## src/rtl/vram_arbiter.sv

```systemverilog
// Single-port VRAM arbiter: video scanout fetch has priority, and the CPU port is guaranteed a slot by a fairness streak.
// Optional build macro VRAM_ARB_STARVE_EN adds the video wait counter and a sticky vid_starve_o flag.
module vram_arbiter #(
  parameter int ADDR_BITS = 12,
  parameter int DATA_BITS = 16,
  parameter int CPU_FAIR  = 4,
  parameter int MAX_WAIT  = 4
) (
  input  logic                 clk_i,
  input  logic                 rst_i,
  input  logic                 vid_req_i,
  input  logic [ADDR_BITS-1:0] vid_addr_i,
  output logic                 vid_ack_o,
  output logic [DATA_BITS-1:0] vid_data_o,
  input  logic                 cpu_req_i,
  input  logic                 cpu_we_i,
  input  logic [ADDR_BITS-1:0] cpu_addr_i,
  input  logic [DATA_BITS-1:0] cpu_wdata_i,
  output logic                 cpu_ack_o,
  output logic [DATA_BITS-1:0] cpu_rdata_o,
  output logic [ADDR_BITS-1:0] ram_addr_o,
  output logic                 ram_we_o,
  output logic [DATA_BITS-1:0] ram_wdata_o,
  input  logic [DATA_BITS-1:0] ram_rdata_i,
  output logic                 vid_starve_o
);

  typedef enum logic [2:0] {IDLE, V_ADDR, V_DATA, C_ADDR, C_DATA} state_e;

  localparam int            SW   = (CPU_FAIR < 1) ? 1 : $clog2(CPU_FAIR + 1);
  localparam logic [SW-1:0] FAIR = SW'(CPU_FAIR);

  if (CPU_FAIR < 0 || MAX_WAIT < 0) begin : g_bad_params
    $error("vram_arbiter: CPU_FAIR and MAX_WAIT must be non-negative");
  end

  state_e                 state_q, state_d;
  logic [SW-1:0]          streak_q, streak_d;
  logic [ADDR_BITS-1:0]   ram_addr_q, ram_addr_d;
  logic                   ram_we_q, ram_we_d;
  logic [DATA_BITS-1:0]   ram_wdata_q, ram_wdata_d;
  logic [DATA_BITS-1:0]   vid_data_q, vid_data_d;
  logic [DATA_BITS-1:0]   cpu_rdata_q, cpu_rdata_d;
  logic                   vid_ack_q, vid_ack_d;
  logic                   cpu_ack_q, cpu_ack_d;
  logic                   cpu_grant, vid_grant;

  // The CPU only beats a simultaneous video request once the video streak has reached CPU_FAIR.
  assign cpu_grant = (state_q == IDLE) && cpu_req_i && (!vid_req_i || streak_q == FAIR);
  assign vid_grant = (state_q == IDLE) && vid_req_i && !cpu_grant;

  always_comb begin
    // NOTE: every next-state signal gets a default first so no path can infer a latch.
    state_d     = state_q;
    streak_d    = streak_q;
    ram_addr_d  = ram_addr_q;
    ram_we_d    = 1'b0;
    ram_wdata_d = ram_wdata_q;
    vid_data_d  = vid_data_q;
    cpu_rdata_d = cpu_rdata_q;
    vid_ack_d   = 1'b0;
    cpu_ack_d   = 1'b0;

    case (state_q)
      IDLE: begin
        if (cpu_grant) begin
          state_d    = C_ADDR;
          streak_d   = '0;
          ram_addr_d = cpu_addr_i;
          if (cpu_we_i) begin
            ram_we_d    = 1'b1;
            ram_wdata_d = cpu_wdata_i;
          end
        end else if (vid_grant) begin
          state_d    = V_ADDR;
          ram_addr_d = vid_addr_i;
          if (!cpu_req_i) begin
            streak_d = '0;
          end else if (streak_q != FAIR) begin
            streak_d = streak_q + SW'(1);
          end
        end
      end
      V_ADDR: state_d = V_DATA;
      V_DATA: begin
        state_d    = IDLE;
        vid_data_d = ram_rdata_i;
        vid_ack_d  = 1'b1;
      end
      C_ADDR: begin
        // A write retires here; the registered write strobe marks which kind of access this is.
        if (ram_we_q) begin
          state_d   = IDLE;
          cpu_ack_d = 1'b1;
        end else begin
          state_d = C_DATA;
        end
      end
      C_DATA: begin
        state_d     = IDLE;
        cpu_rdata_d = ram_rdata_i;
        cpu_ack_d   = 1'b1;
      end
      default: state_d = IDLE;
    endcase
  end

  always_ff @(posedge clk_i) begin
    // NOTE: sequential state uses non-blocking assignments so all registers update from pre-edge values.
    if (rst_i) begin
      state_q     <= IDLE;
      streak_q    <= '0;
      ram_addr_q  <= '0;
      ram_we_q    <= 1'b0;
      ram_wdata_q <= '0;
      vid_data_q  <= '0;
      cpu_rdata_q <= '0;
      vid_ack_q   <= 1'b0;
      cpu_ack_q   <= 1'b0;
    end else begin
      state_q     <= state_d;
      streak_q    <= streak_d;
      ram_addr_q  <= ram_addr_d;
      ram_we_q    <= ram_we_d;
      ram_wdata_q <= ram_wdata_d;
      vid_data_q  <= vid_data_d;
      cpu_rdata_q <= cpu_rdata_d;
      vid_ack_q   <= vid_ack_d;
      cpu_ack_q   <= cpu_ack_d;
    end
  end

  assign vid_ack_o   = vid_ack_q;
  assign vid_data_o  = vid_data_q;
  assign cpu_ack_o   = cpu_ack_q;
  assign cpu_rdata_o = cpu_rdata_q;
  assign ram_addr_o  = ram_addr_q;
  assign ram_we_o    = ram_we_q;
  assign ram_wdata_o = ram_wdata_q;

`ifdef VRAM_ARB_STARVE_EN
  localparam int            WW       = $clog2(MAX_WAIT + 2);
  localparam logic [WW-1:0] WAIT_SAT = WW'(MAX_WAIT + 1);

  logic [WW-1:0] wait_q, wait_d;
  logic          starve_q, starve_d;
  logic          vid_busy;

  assign vid_busy = (state_q == V_ADDR) || (state_q == V_DATA);

  // Saturating one past MAX_WAIT is enough to remember that the limit was exceeded.
  always_comb begin
    wait_d = wait_q;
    if (vid_grant) begin
      wait_d = '0;
    end else if (vid_req_i && !vid_busy && wait_q != WAIT_SAT) begin
      wait_d = wait_q + WW'(1);
    end
    starve_d = starve_q || (wait_d > WW'(MAX_WAIT));
  end

  always_ff @(posedge clk_i) begin
    if (rst_i) begin
      wait_q   <= '0;
      starve_q <= 1'b0;
    end else begin
      wait_q   <= wait_d;
      starve_q <= starve_d;
    end
  end

  assign vid_starve_o = starve_q;
`else
  assign vid_starve_o = 1'b0;
`endif

endmodule

```

## config.mk

```make
export PLATFORM = sky130hd
export DESIGN_NAME = vram_arbiter
export DESIGN_NICKNAME = d
export VERILOG_FILES = /design/src/rtl/vram_arbiter.sv
export SDC_FILE = /design/constraint.sdc
export NUM_CORES = 1
export LEC_CHECK = 0
export BUFFER_PORTS_ARGS = -buffer_cell sky130_fd_sc_hd__buf_2
export CORE_ASPECT_RATIO = 1.5
export CORE_UTILIZATION = 25
export DETAILED_ROUTE_END_ITERATION = 12
export HOLD_SLACK_MARGIN = 0.03
export RECOVER_POWER = 100
export SYNTH_ARGS = -nofsm -noshare
export SYNTH_HDL_FRONTEND = slang
export SYNTH_SLANG_ARGS = --single-unit
```

## constraint.sdc

```tcl
create_clock -name clk_i -period 1.6 [get_ports clk_i]
set_input_delay 0 -clock clk_i [delete_from_list [all_inputs] [get_ports clk_i]]
set_output_delay 0 -clock clk_i [all_outputs]
set_load 0.02 [all_outputs]
```

Yosys cells after proc, flatten, opt, wreduce, memory -nomap -nowiden:

Cells that the tools add are included.
Widths: inputs -> output; s select.

* register bits after elaboration: 69
* input bits: 61

* $add $sub $neg: 1
* equality and inequality tests: 8
* muxes and demuxes: 14
* bitwise operators: 2
* reduce and logical (&&, ||, !) cells: 13

Operator list (count)
* $mux 12: 2
* $mux 3: 7
* $pmux 3 s3: 1
* $eq 3x2->1 const B: 2
* $eq 3x3->1 const B: 2
* $ne 3x3->1 const B: 2
* $reduce_and 3->1: 2
* $logic_and 1x1->1: 4
* $add 3x1->3 const B: 1
* $eq 3x1->1 const B: 1
* $logic_not 3->1: 1
* $mux 1: 3
* $ne 3x1->1 const B: 1
* $reduce_or 3->1: 1
* $logic_not 1->1: 2
* $not 1->1: 2
* $pmux 1 s2: 1
* $reduce_and 2->1: 1
* $reduce_bool 2->1: 1
* $logic_or 1x1->1: 1

Logic depth before layout (Yosys ltp):

Gate-level depths: netlist of run 1.

* depth after elaboration: 8
* mapped depth: 7

Worst setup path after synthesis of run 1:

No wires, ideal clock.

* path kind: register to register
* start: register streak_q[0]
* end: register ram_addr_q[5] (netlist: ram_addr_o[5])
* library setup time: 0.112 ns
* data arrival time: 1.396 ns
* required time: 1.488 ns
* slack: 0.092 ns
* stages on the path, launching flop included: 7
* clock period less this slack: 1.508 ns
* path through: dfxtp_1 -> inv_1 -> ha_1 -> a21boi_2 -> buf_4 -> nor4b_2 -> a2111oi_1

* longest elaborated chain between the ends: 7

RTL lines
* from (decl): RTL line 38 `logic [SW-1:0] streak_q, streak_d;`
* from (signal assigned): RTL line 122 `streak_q <= streak_d;`
* $eq 3x3->1 *: RTL line 49 `assign cpu_grant = (state_q == IDLE) && cpu_req_i && (!vid_req_i || streak_q == FAIR);`
* $logic_or 1x1->1 *: RTL line 49
* $logic_and 1x1->1 *: RTL line 49
* $logic_not 1->1: RTL line 50 `assign vid_grant = (state_q == IDLE) && vid_req_i && !cpu_grant;`
* $logic_and 1x1->1: RTL line 50
* $reduce_bool 2->1 (no line)
* $reduce_and 2->1 (no line)
* to (signal assigned): RTL line 123 `ram_addr_q <= ram_addr_d;`
* to (decl): RTL line 39 `logic [ADDR_BITS-1:0] ram_addr_q, ram_addr_d;`

Mark *: on every way between the ends. The rest lies on a longest branch, timed or not.
A chain may end at the register's enable or synchronous reset.

Final worst setup path of run 1:

* start: register streak_q[0]
* end: register ram_addr_q[3] (netlist: ram_addr_o[3])

Same word-level chain as after synthesis.

==> results.json, run 1 <==
{
  "status": "finished, final reports clean",
  "antenna_left": 0,
  "filler_cell_count": 1183,
  "synth_warnings": 0,
  "std_cell_rows": 48,
  "die-width_um": 91.38,
  "design.final.nets": 542,
  "finalWorstPathRequiredPeriod_ps": 1516,
  "drive_gt1_share_pct": 24.17,
  "detail_route.first_pass.iterations": 4,
  "worstPathBufferInverterCount": 3,
  "ys.flop_type": "sky130_fd_sc_hd__dfxtp_1",
  "synth_edf_count": 0,
  "dieArea_sq_mm": 0.01243,
  "postSynth.asyncResetShare_pct": 0,
  "grt_use_total_pct": 13.15,
  "dpl.hpwl_um": 5521,
  "most_common_cell_in_the_netlist": "sky130_fd_sc_hd__dfxtp_1",
  "post-synth-top-area-fraction_pct": 46.12,
  "netlist_top_cells_area": "sky130_fd_sc_hd__dfxtp_1 (46%), sky130_fd_sc_hd__mux2i_1 (11%), sky130_fd_sc_hd__nand2b_1 (6.7%)",
  "worst_setup_path_startpoint": "streak_q[0]$_SDFFE_PP0P_",
  "global_route.usage.met3_pct": 3.076,
  "synth-seq-area-share_pct": 46.12,
  "timing_max_transition_violations_final": 0,
  "grt_antenna_before_repair": 0,
  "cp.arrival_ps": 1730,
  "synthesis.nets": 374,
  "finalPower_mw": 4.641,
  "power.density_cell_area_mw_per_mm2": 1024,
  "global_route.usage.met1_pct": 14.20,
  "drtIter0Drc": 84,
  "boundaryPins": 125,
  "die_h_um": 136.1,
  "finalHoldViolCount": 0,
  "clock-sinks": 69,
  "r2r_start": "streak_q[0]$_SDFFE_PP0P_",
  "maxCapViolations": 0,
  "global_route_wire_length_before_repair_um": 12850,
  "static-leakage-power_nw": 1.735,
  "routedWlPerCell_um": 13.24,
  "crit_path_max_delay_family": "compound AO/OA/AOI/OAI gates",
  "cts_inserted_buffers": 9,
  "grt_pass1_vias": 2703,
  "totalNegativeSetupSlack_ps": 0,
  "cts_max_path_buffers": 2,
  "worstPathCellList": "inv_1 -> ha_4 -> a21boi_4 -> buf_12 -> buf_8 -> nor4b_2 -> a2111oi_0",
  "drt-total-wl_um": 8391,
  "fin_crit_sh_pct": 94.76,
  "drt_drc_violations_left": 0,
  "cts_max_level": 3,
  "required_ps": 1810,
  "grt_setup_unrepaired": "true",
  "placed_standard_cell_area_sq_mm": 0.003751,
  "postSynthAreaPerCell_sq_um": 9.631,
  "cp_max_fo": 6,
  "clock_insertion_delay_worst_skew_ps": 330,
  "layout-area-overhead-vs-synth_pct": 51.25,
  "initial_core_util_pct": 25.84,
  "overflow": 0,
  "gr-max-usage-layer": "met2",
  "globalplace.congestion": 0.7189,
  "clock_tree.root_cell": "sky130_fd_sc_hd__clkbuf_16",
  "grt_max_degree": 87,
  "layout.cell_area.non_filler_sq_mm": 0.004531,
  "timing.fmax_ghz": 0.6596,
  "final.hold.worst_slack_ps": 72.30,
  "min_from": "cpu_addr_i[10]",
  "antenna-diode-count": 0,
  "cts_tree": "built",
  "start_kind": "flip-flop",
  "area_of_the_multi_input_gates_sq_mm": 0.001434,
  "worst_setup_path_end_kind": "flip-flop",
  "core-area_sq_mm": 0.01159,
  "regArea_sq_mm": 0.001388,
  "global_route.usage.met2_pct": 23.61,
  "cts.clk_slew.worst_paths_ps": 60,
  "synth-seq-cells": 69,
  "crit_type": "reg -> reg",
  "synth.cell_area_sq_mm": 0.002995,
  "worstHoldPathType": "in -> reg",
  "dr_total_vias": 2762,
  "critical-path-max-stage-delay_ps": 350,
  "synth.lib_cells_used.distinct": 39,
  "viasPerCell": 4.356,
  "post-route-util_pct": 39.09,
  "crit_slowest_cell": "sky130_fd_sc_hd__a2111oi_0",
  "port_buffers": 123,
  "finalSetupViolCount": 0,
  "synth.largest_area_cell": "sky130_fd_sc_hd__dfxtp_1",
  "post_synth_most_frequent_cells": "sky130_fd_sc_hd__dfxtp_1 (69), sky130_fd_sc_hd__mux2i_1 (32), sky130_fd_sc_hd__nand2_1 (32), sky130_fd_sc_hd__nand2b_1 (32), sky130_fd_sc_hd__a21oi_1 (31)",
  "netlist_instances": 311,
  "vdd_ir_drop_max_v": 0.0005216,
  "final.setup_skew_ps": 4.954
}
[tightest hold or removal path, cell delays in order]
cell and delay [ps]:
sky130_fd_sc_hd__buf_2 100, sky130_fd_sc_hd__nor4b_4 40, sky130_fd_sc_hd__a2111oi_2 190
[logic make-up (layout without fill, tap and decap cells)]
| logic type | after synthesis | after routing | share of synthesized area, % |
|---|---|---|---|
| other cells | 1 | 1 | 0.1252 |
| mux | 32 | 32 | 10.69 |
| simple gates | 118 | 118 | 23.73 |
| compound gates | 49 | 49 | 10.57 |
| buf+inv | 40 | 213 | 7.937 |
| fa+ha+maj | 2 | 2 | 0.8353 |
| flops | 69 | 69 | 46.12 |
[layer usage]
metal	vias up	wire [um]
met4	0	213
li1	1395	-
met1	1283	3460
met5	-	0
met3	13	326
met2	71	4391
[layout make-up]
type                            instances  area share [%]
Sequential cell                        69           30.63
Clock buffer                           11           5.579
Tap cell                              150           4.142
Clock inverter                          5           1.298
Multi-Input combinational cell        202           31.65
Timing Repair Buffer                  183           25.55
Inverter                               14           1.160
[path summary, 6_finish.rpt]
path	endpoint	cells after the start	slack, ps
worst max-delay path	ram_addr_o[3]$_SDFFE_PP0P_	7	80
worst min-delay path	ram_addr_o[10]$_SDFFE_PP0P_	3	70
worst max register to register	ram_addr_o[3]$_SDFFE_PP0P_	7	80
worst min register to register	vid_data_o[0]$_SDFFE_PP0P_	2	450
[sequential cells by signal (all words and copies together), names as in the netlist]
signal / cells
vid_data_o: 16
ram_addr_o: 12
ram_wdata_o: 16
ram_we_o: 1
cpu_rdata_o: 16
cpu_ack_o: 1
streak_q: 3
state_q: 3
vid_ack_o: 1
[per-stage QoR]
| stage | cells | worst slack, ps |
|---|---|---|
| final | 634 | 83.86 |
| after global routing | 634 | -40.00 |
| after CTS | 630 | 17.63 |
| after detailed placement | 569 | 39.14 |
| after global placement | 569 | 84.74 |
| after floorplan | 311 | 92.37 |
[repair_timing]
action	in CTS	in global routing
resized for setup	0	18
hold buffers	45	0
setup buffers	0	4
setup endpoints to repair	0	14
endpoints found under the hold margin	61	0
[where the power goes]
part           total (mW)  switching, mW  internal, mW
clock network        2.04          0.748          1.29
logic               0.740          0.406         0.335
registers            1.86         0.0543          1.81
[cell usage in the layout, fill, tap and decap left out, types with 7 or more instances in the layout]
cell,instances
sky130_fd_sc_hd__clkbuf_1,63
sky130_fd_sc_hd__buf_2,60
sky130_fd_sc_hd__nand2b_1,32
sky130_fd_sc_hd__buf_4,10
sky130_fd_sc_hd__dlygate4sd3_1,45
sky130_fd_sc_hd__nor2_1,20
sky130_fd_sc_hd__nand2_1,32
sky130_fd_sc_hd__clkbuf_16,9
sky130_fd_sc_hd__dfxtp_1,64
sky130_fd_sc_hd__a21oi_1,31
sky130_fd_sc_hd__nor4b_2,9
sky130_fd_sc_hd__a2111oi_1,7
sky130_fd_sc_hd__inv_1,14
sky130_fd_sc_hd__mux2i_1,32
No activity file was read; power rests on OpenSTA's default activity.
==> run 2, diff against run 1 <==
--- a/config.mk
+++ b/config.mk
@@ -6,9 +6,11 @@
 export NUM_CORES = 1
 export LEC_CHECK = 0
 export BUFFER_PORTS_ARGS = -buffer_cell sky130_fd_sc_hd__buf_2
-export CORE_ASPECT_RATIO = 1.5
+export CAP_MARGIN = 20
+export CORE_ASPECT_RATIO = 0.75
 export CORE_UTILIZATION = 25
 export DETAILED_ROUTE_END_ITERATION = 12
+export GPL_TIMING_DRIVEN = 0
 export HOLD_SLACK_MARGIN = 0.03
 export RECOVER_POWER = 100
 export SYNTH_ARGS = -nofsm -noshare
==> run 2 against run 1 <==
Compared with the run above: maximum frequency decreased by 1.3%; combinational power increased by 3.6%; register-to-register slack got worse by 20 ps; final cell count increased by 3.8%; sequential share of layout area decreased by 0.13 points; design area increased by 0.33%; critical path type unchanged; largest power group unchanged.
==> results.json, run 2 (same netlist as run 1, synthesis figures left out) <==
{
  "worst_setup_path_end_kind": "flip-flop",
  "dieArea_sq_mm": 0.01243,
  "post-route-util_pct": 39.14,
  "clock-sinks": 69,
  "drive_gt1_share_pct": 23.19,
  "fin_crit_sh_pct": 96.02,
  "layout_setup_ws_ps": 63.70,
  "worstHoldPathType": "in -> reg",
  "drtIter0Drc": 78,
  "highest_layer": "met4",
  "boundaryPins": 125,
  "finalHoldViolCount": 0,
  "status": "finished, final reports clean",
  "grt_antenna_before_repair": 0,
  "clock_tree.root_cell": "sky130_fd_sc_hd__clkbuf_16",
  "cts.clk_slew.worst_paths_ps": 60,
  "worstPathCellList": "buf_6 -> or3_4 -> buf_8 -> nor4b_4 -> a2111oi_2",
  "static-leakage-power_nw": 1.747,
  "finish.cell_count_without_fillers": 658,
  "switching_share_pct": 26.55,
  "maxCapViolations": 0,
  "detail_route.first_pass.iterations": 6,
  "share_of_total_power_in_the_clock_network_pct": 42.1,
  "dp_worst_setup_slack_ps": -167.4,
  "std_cell_rows": 34,
  "viasPerCell": 4.302,
  "final_cell_mix": "sky130_fd_sc_hd__clkbuf_1 (75), sky130_fd_sc_hd__dfxtp_1 (65), sky130_fd_sc_hd__buf_2 (61), sky130_fd_sc_hd__dlygate4sd3_1 (44)",
  "timing.reg2reg.worst_path_depth": 5,
  "dr_total_vias": 2831,
  "finalWorstPathRequiredPeriod_ps": 1536,
  "drt-total-wl_um": 8571,
  "dp_cells": 595,
  "pwr-share-seq_pct": 40.9,
  "wl_met3_um": 523,
  "relSlewSlack_pct": 61.56,
  "grt_use_total_pct": 14.49,
  "critical-path-max-stage-delay_ps": 440,
  "vdd_ir_drop_max_v": 0.0004801,
  "port_buffers": 122,
  "timing.fmax_ghz": 0.6509,
  "globalplace.congestion": 0.7125,
  "core-area_sq_mm": 0.01161,
  "drt_drc_violations_left": 0,
  "global_route_wire_length_before_repair_um": 13960,
  "crit_type": "reg -> reg",
  "crit_slowest_cell": "sky130_fd_sc_hd__or3_4",
  "final.setup_skew_ps": 4.771,
  "die_h_um": 96.80,
  "layout-area-overhead-vs-synth_pct": 51.75,
  "cts_max_level": 3,
  "start_kind": "flip-flop",
  "overflow": 0,
  "cp.arrival_ps": 1730,
  "slew_of_the_pin_with_the_lowest_slew_margin_ps": 576.6,
  "die-width_um": 128.4,
  "timing_max_transition_violations_final": 0,
  "cts_tree": "built",
  "power.share.combinational_pct": 16.9,
  "antenna-diode-count": 0,
  "most_common_cell_after_layout_fill_and_taps_aside": "sky130_fd_sc_hd__clkbuf_1",
  "cts_inserted_buffers": 9,
  "design.final.nets": 554,
  "totalNegativeSetupSlack_ps": 0,
  "cp_max_fo": 10,
  "min_path_cells": 3,
  "finalSetupViolCount": 0,
  "routedWlPerCell_um": 13.03,
  "cts_max_path_buffers": 2,
  "clock_insertion_delay_worst_skew_ps": 330,
  "net-switching-power_mw": 1.205,
  "grt_pass1_vias": 2918,
  "p_int_mw": 3.334,
  "antenna_left": 0,
  "initial_core_util_pct": 25.79,
  "required_ps": 1800,
  "grt_max_degree": 12,
  "met2RoutedLength_um": 3901,
  "power.density_cell_area_mw_per_mm2": 998.4,
  "wirelength_met1_um": 4070,
  "dpl.hpwl_um": 5958
}
run 2: worst max-delay path: cells and delay by family, from the launching register on:
family | cells | cell delay [ps]
buf+inv | 2 | 310
simple gates | 2 | 720
compound gates | 1 | 70
flops | 1 | 300
run 2: cell type report:
type,instances,area (sq um)
plain buffers,24,172.7
fillers,1203,7068
multi-input cells,202,1433
repair buffers,171,1010
inverters,14,52.55
flip-flops and latches,69,1386
clock buffers,13,270.3
well taps,162,202.7
clock inverters,3,18.77
run 2: timing repair:
action | in CTS | in global routing
endpoints found under the hold margin | 60 | 0
gates resized for setup | 7 | 9
setup buffers | 4 | 1
pin swaps | 1 | 2
hold buffers | 44 | 0
setup endpoints to repair | 28 | 34
run 2: per-stage QoR:
step / power [mW] / cell area [sq um] / hold WS [ps]
3_3_place_gp: 2.556 / 3809 / 248.4
5_1_grt: 4.755 / 4546 / 116.7
3_5_place_dp: 2.569 / 3809 / 252.9
4_1_cts: 4.630 / 4592 / 71.75
2_1_floorplan: 2.315 / 2995 / 136.0
6_report: 4.538 / 4546 / 74.31
run 2: power groups by stage:
stage	registers (mW)	logic, mW	clock network [mW]
floorplan	1.98	0.331	0
global placement	1.89	0.669	0
detailed placement	1.89	0.678	0
CTS	1.86	0.782	1.99
global route	1.87	0.843	2.05
finish	1.86	0.767	1.91
run 2: per-layer routing:
layer / global-route usage [%] / up-vias
li1: - / 1421
met1: 17.83 / 1318
met2: 23.87 / 85
met3: 4.757 / 7
met4: 4.344 / 0
met5: 0 / -
run 2: worst paths after layout:
kind	startpoint	end	slack (ps)
setup / recovery	state_q[0]$_SDFFE_PP0P_	ram_addr_o[8]$_SDFFE_PP0P_	60
hold / removal	cpu_addr_i[10]	ram_addr_o[10]$_SDFFE_PP0P_	70
setup reg to reg	state_q[0]$_SDFFE_PP0P_	ram_addr_o[8]$_SDFFE_PP0P_	60
hold reg to reg	vid_data_o[9]$_SDFFE_PP0P_	vid_data_o[9]$_SDFFE_PP0P_	460
==> run 3, diff against run 2 <==
--- a/config.mk
+++ b/config.mk
@@ -5,6 +5,7 @@
 export SDC_FILE = /design/constraint.sdc
 export NUM_CORES = 1
 export LEC_CHECK = 0
+export ABC_AREA = 1
 export BUFFER_PORTS_ARGS = -buffer_cell sky130_fd_sc_hd__buf_2
 export CAP_MARGIN = 20
 export CORE_ASPECT_RATIO = 0.75
==> run 3 against run 2 <==
Compared with the run above: utilization rose by 0.14 points; clock skew fell by 1.9 ps; synthesized area fell by 2.0%; final cell count rose by 9.6%; register-to-register slack improved by 90 ps; largest power group unchanged; global-route usage rose by 0.19 points.
==> results.json, run 3 <==
{
  "status": "finished, final reports clean",
  "clock_insertion_delay_worst_skew_ps": 330,
  "most_common_cell_after_layout_fill_and_taps_aside": "sky130_fd_sc_hd__clkbuf_1",
  "layout-area-overhead-vs-synth_pct": 49.68,
  "switching_share_pct": 26.80,
  "synth.lib_cells_used.distinct": 30,
  "grt_max_degree": 11,
  "finalHoldViolCount": 0,
  "relSlewSlack_pct": 66.42,
  "share_of_total_power_in_the_clock_network_pct": 42.1,
  "die-width_um": 127.1,
  "boundaryPins": 125,
  "routedWlPerCell_um": 11.95,
  "drive_gt1_share_pct": 18.97,
  "cts.clk_slew.worst_paths_ps": 50,
  "globalplace.congestion": 0.7496,
  "maxCapViolations": 0,
  "synth_edf_count": 0,
  "ys.flop_type": "sky130_fd_sc_hd__dfxtp_1",
  "initial_core_util_pct": 26.24,
  "cp.arrival_ps": 1660,
  "clock-sinks": 69,
  "clock_tree.root_cell": "sky130_fd_sc_hd__clkbuf_16",
  "grt_antenna_before_repair": 0,
  "finalSetupViolCount": 0,
  "power.share.combinational_pct": 17.8,
  "net-switching-power_mw": 1.275,
  "slew_of_the_pin_with_the_lowest_slew_margin_ps": 503.7,
  "synth_warnings": 0,
  "synth.cell_area_sq_mm": 0.002937,
  "antenna-diode-count": 0,
  "postSynthAreaPerCell_sq_um": 7.608,
  "postSynth.asyncResetShare_pct": 0,
  "grt_pass1_vias": 2871,
  "start_kind": "flip-flop",
  "dieArea_sq_mm": 0.01219,
  "crit_type": "reg -> reg",
  "dp_cells": 664,
  "detail_route.first_pass.iterations": 4,
  "synth-seq-area-share_pct": 47.04,
  "final_cell_mix": "sky130_fd_sc_hd__clkbuf_1 (71), sky130_fd_sc_hd__dfxtp_1 (69), sky130_fd_sc_hd__buf_2 (62), sky130_fd_sc_hd__nand2_1 (61), sky130_fd_sc_hd__nor2_1 (58)",
  "post_synth_most_frequent_cells": "sky130_fd_sc_hd__dfxtp_1 (69), sky130_fd_sc_hd__nand2_1 (60), sky130_fd_sc_hd__nor2_1 (58), sky130_fd_sc_hd__inv_1 (39)",
  "layout_setup_ws_ps": 150.7,
  "cp_max_fo": 10,
  "finalWorstPathRequiredPeriod_ps": 1449,
  "die_h_um": 95.86,
  "timing.fmax_ghz": 0.6900,
  "design.final.nets": 624,
  "filler_cell_count": 1211,
  "cts_inserted_buffers": 9,
  "dpl.hpwl_um": 6246,
  "power.density_cell_area_mw_per_mm2": 1082,
  "min_path_cells": 4,
  "drtIter0Drc": 87,
  "synth.largest_area_cell": "sky130_fd_sc_hd__dfxtp_1",
  "drt-total-wl_um": 8619,
  "vdd_ir_drop_max_v": 0.0004465,
  "std_cell_rows": 33,
  "viasPerCell": 4.158,
  "antenna_left": 0,
  "dp_worst_setup_slack_ps": -26.44,
  "pwr-share-seq_pct": 40.1,
  "global_route.usage.met2_pct": 23.86,
  "global_route_wire_length_before_repair_um": 13750,
  "netlist_top_cells_area": "sky130_fd_sc_hd__dfxtp_1 (47%), sky130_fd_sc_hd__nand2_1 (7.7%), sky130_fd_sc_hd__nor2_1 (7.4%)",
  "static-leakage-power_nw": 1.861,
  "synthesis.nets": 449,
  "finish.cell_count_without_fillers": 721,
  "overflow": 0,
  "synth-seq-cells": 69,
  "fin_crit_sh_pct": 90.58,
  "final.setup_skew_ps": 2.867,
  "worstHoldPathType": "in -> reg",
  "required_ps": 1810,
  "cts_max_path_buffers": 2,
  "post-synth-top-area-fraction_pct": 47.04,
  "netlist_instances": 386,
  "cts_tree": "built",
  "cts_max_level": 3,
  "totalNegativeSetupSlack_ps": 0,
  "dr_total_vias": 2998,
  "timing_max_transition_violations_final": 0,
  "gr-max-usage-layer": "met2",
  "port_buffers": 121,
  "core-area_sq_mm": 0.01119,
  "grt_setup_unrepaired": "false",
  "most_common_cell_in_the_netlist": "sky130_fd_sc_hd__dfxtp_1",
  "global_route.usage.met3_pct": 4.780,
  "global_route.usage.met1_pct": 18.28,
  "drt_drc_violations_left": 0,
  "grt_use_total_pct": 14.69,
  "worst_setup_path_end_kind": "flip-flop",
  "timing.reg2reg.worst_path_depth": 9,
  "p_int_mw": 3.482
}
run 3: repair_timing:
| action | CTS | global route |
|---|---|---|
| resized for setup | 1 | 13 |
| hold endpoints to repair | 62 | 0 |
| pin swaps | 1 | 0 |
| endpoints found under the setup margin | 9 | 19 |
| setup buffers | 1 | 0 |
| hold buffers | 42 | 0 |
run 3: final timing paths:
check                                                 from                          to  slack [ps]
worst max-delay path              streak_q[0]$_SDFFE_PP0P_  ram_addr_o[4]$_SDFFE_PP0P_         150
worst min-delay path                         vid_addr_i[6]  ram_addr_o[6]$_SDFFE_PP0P_          40
worst max register to register    streak_q[0]$_SDFFE_PP0P_  ram_addr_o[4]$_SDFFE_PP0P_         150
worst min register to register  vid_data_o[4]$_SDFFE_PP0P_  vid_data_o[4]$_SDFFE_PP0P_         450
run 3: cell type report:
| class | instances | area (sq um) | area share (%) |
|---|---|---|---|
| flip-flops and latches | 69 | 1381 | 31.43 |
| multi-input cells | 254 | 1284 | 29.21 |
| repair buffers | 164 | 954.7 | 21.72 |
| clock buffers | 13 | 270.3 | 6.149 |
| well taps | 157 | 196.4 | 4.469 |
| inverters | 41 | 153.9 | 3.501 |
| plain buffers | 22 | 125.1 | 2.847 |
| clock inverters | 1 | 30.03 | 0.6832 |
run 3: logic make-up (layout without fill, tap and decap cells):
logic type	count (synthesis)	after routing	share of synthesized area [%]
and+or+nand+nor	172	172	28.33
AOI/OAI and AO/OA	79	79	14.61
DFF	69	69	47.04
buffers and inverters	63	241	9.032
adders and majority gates	2	2	0.8520
other	1	1	0.1277
run 3: critical path, stage by stage, from the launching register on:
cell	delay, ps
sky130_fd_sc_hd__dfxtp_1	310
sky130_fd_sc_hd__inv_1	90
sky130_fd_sc_hd__ha_1	150
sky130_fd_sc_hd__nand2_1	70
sky130_fd_sc_hd__nand2_2	120
sky130_fd_sc_hd__nand2_4	90
sky130_fd_sc_hd__buf_4	170
sky130_fd_sc_hd__or2_1	200
sky130_fd_sc_hd__nand2_1	70
sky130_fd_sc_hd__a21oi_1	50
run 3: power by group through the flow:
stage               sequential (mW)  combinational (mW)  clock [mW]
global placement               1.93               0.784           0
CTS                            1.90               0.885        2.05
global route                   1.92               0.946        2.14
floorplan                      2.07               0.377           0
detailed placement             1.94               0.801           0
finish                         1.91               0.849        2.00
run 3: metrics by stage:
| stage | power, mW | cell area [sq um] | hold slack (ps) | util [%] |
|---|---|---|---|---|
| 3_5_place_dp | 2.739 | 3739 | 273.2 | 33.41 |
| 4_1_cts | 4.842 | 4468 | 31.35 | 39.93 |
| 2_1_floorplan | 2.444 | 2937 | 161.3 | - |
| 5_1_grt | 5.007 | 4395 | 56.94 | 39.28 |
| 6_report | 4.757 | 4395 | 36.95 | 39.28 |
| 3_3_place_gp | 2.716 | 3739 | 268.6 | 33.41 |
run 3: metal layers:
layer / vias to the layer above / share of wire, %
li1: 1556 / -
met1: 1356 / 48
met2: 75 / 46
met3: 11 / 5.1
met4: 0 / 1.4
met5: - / 0
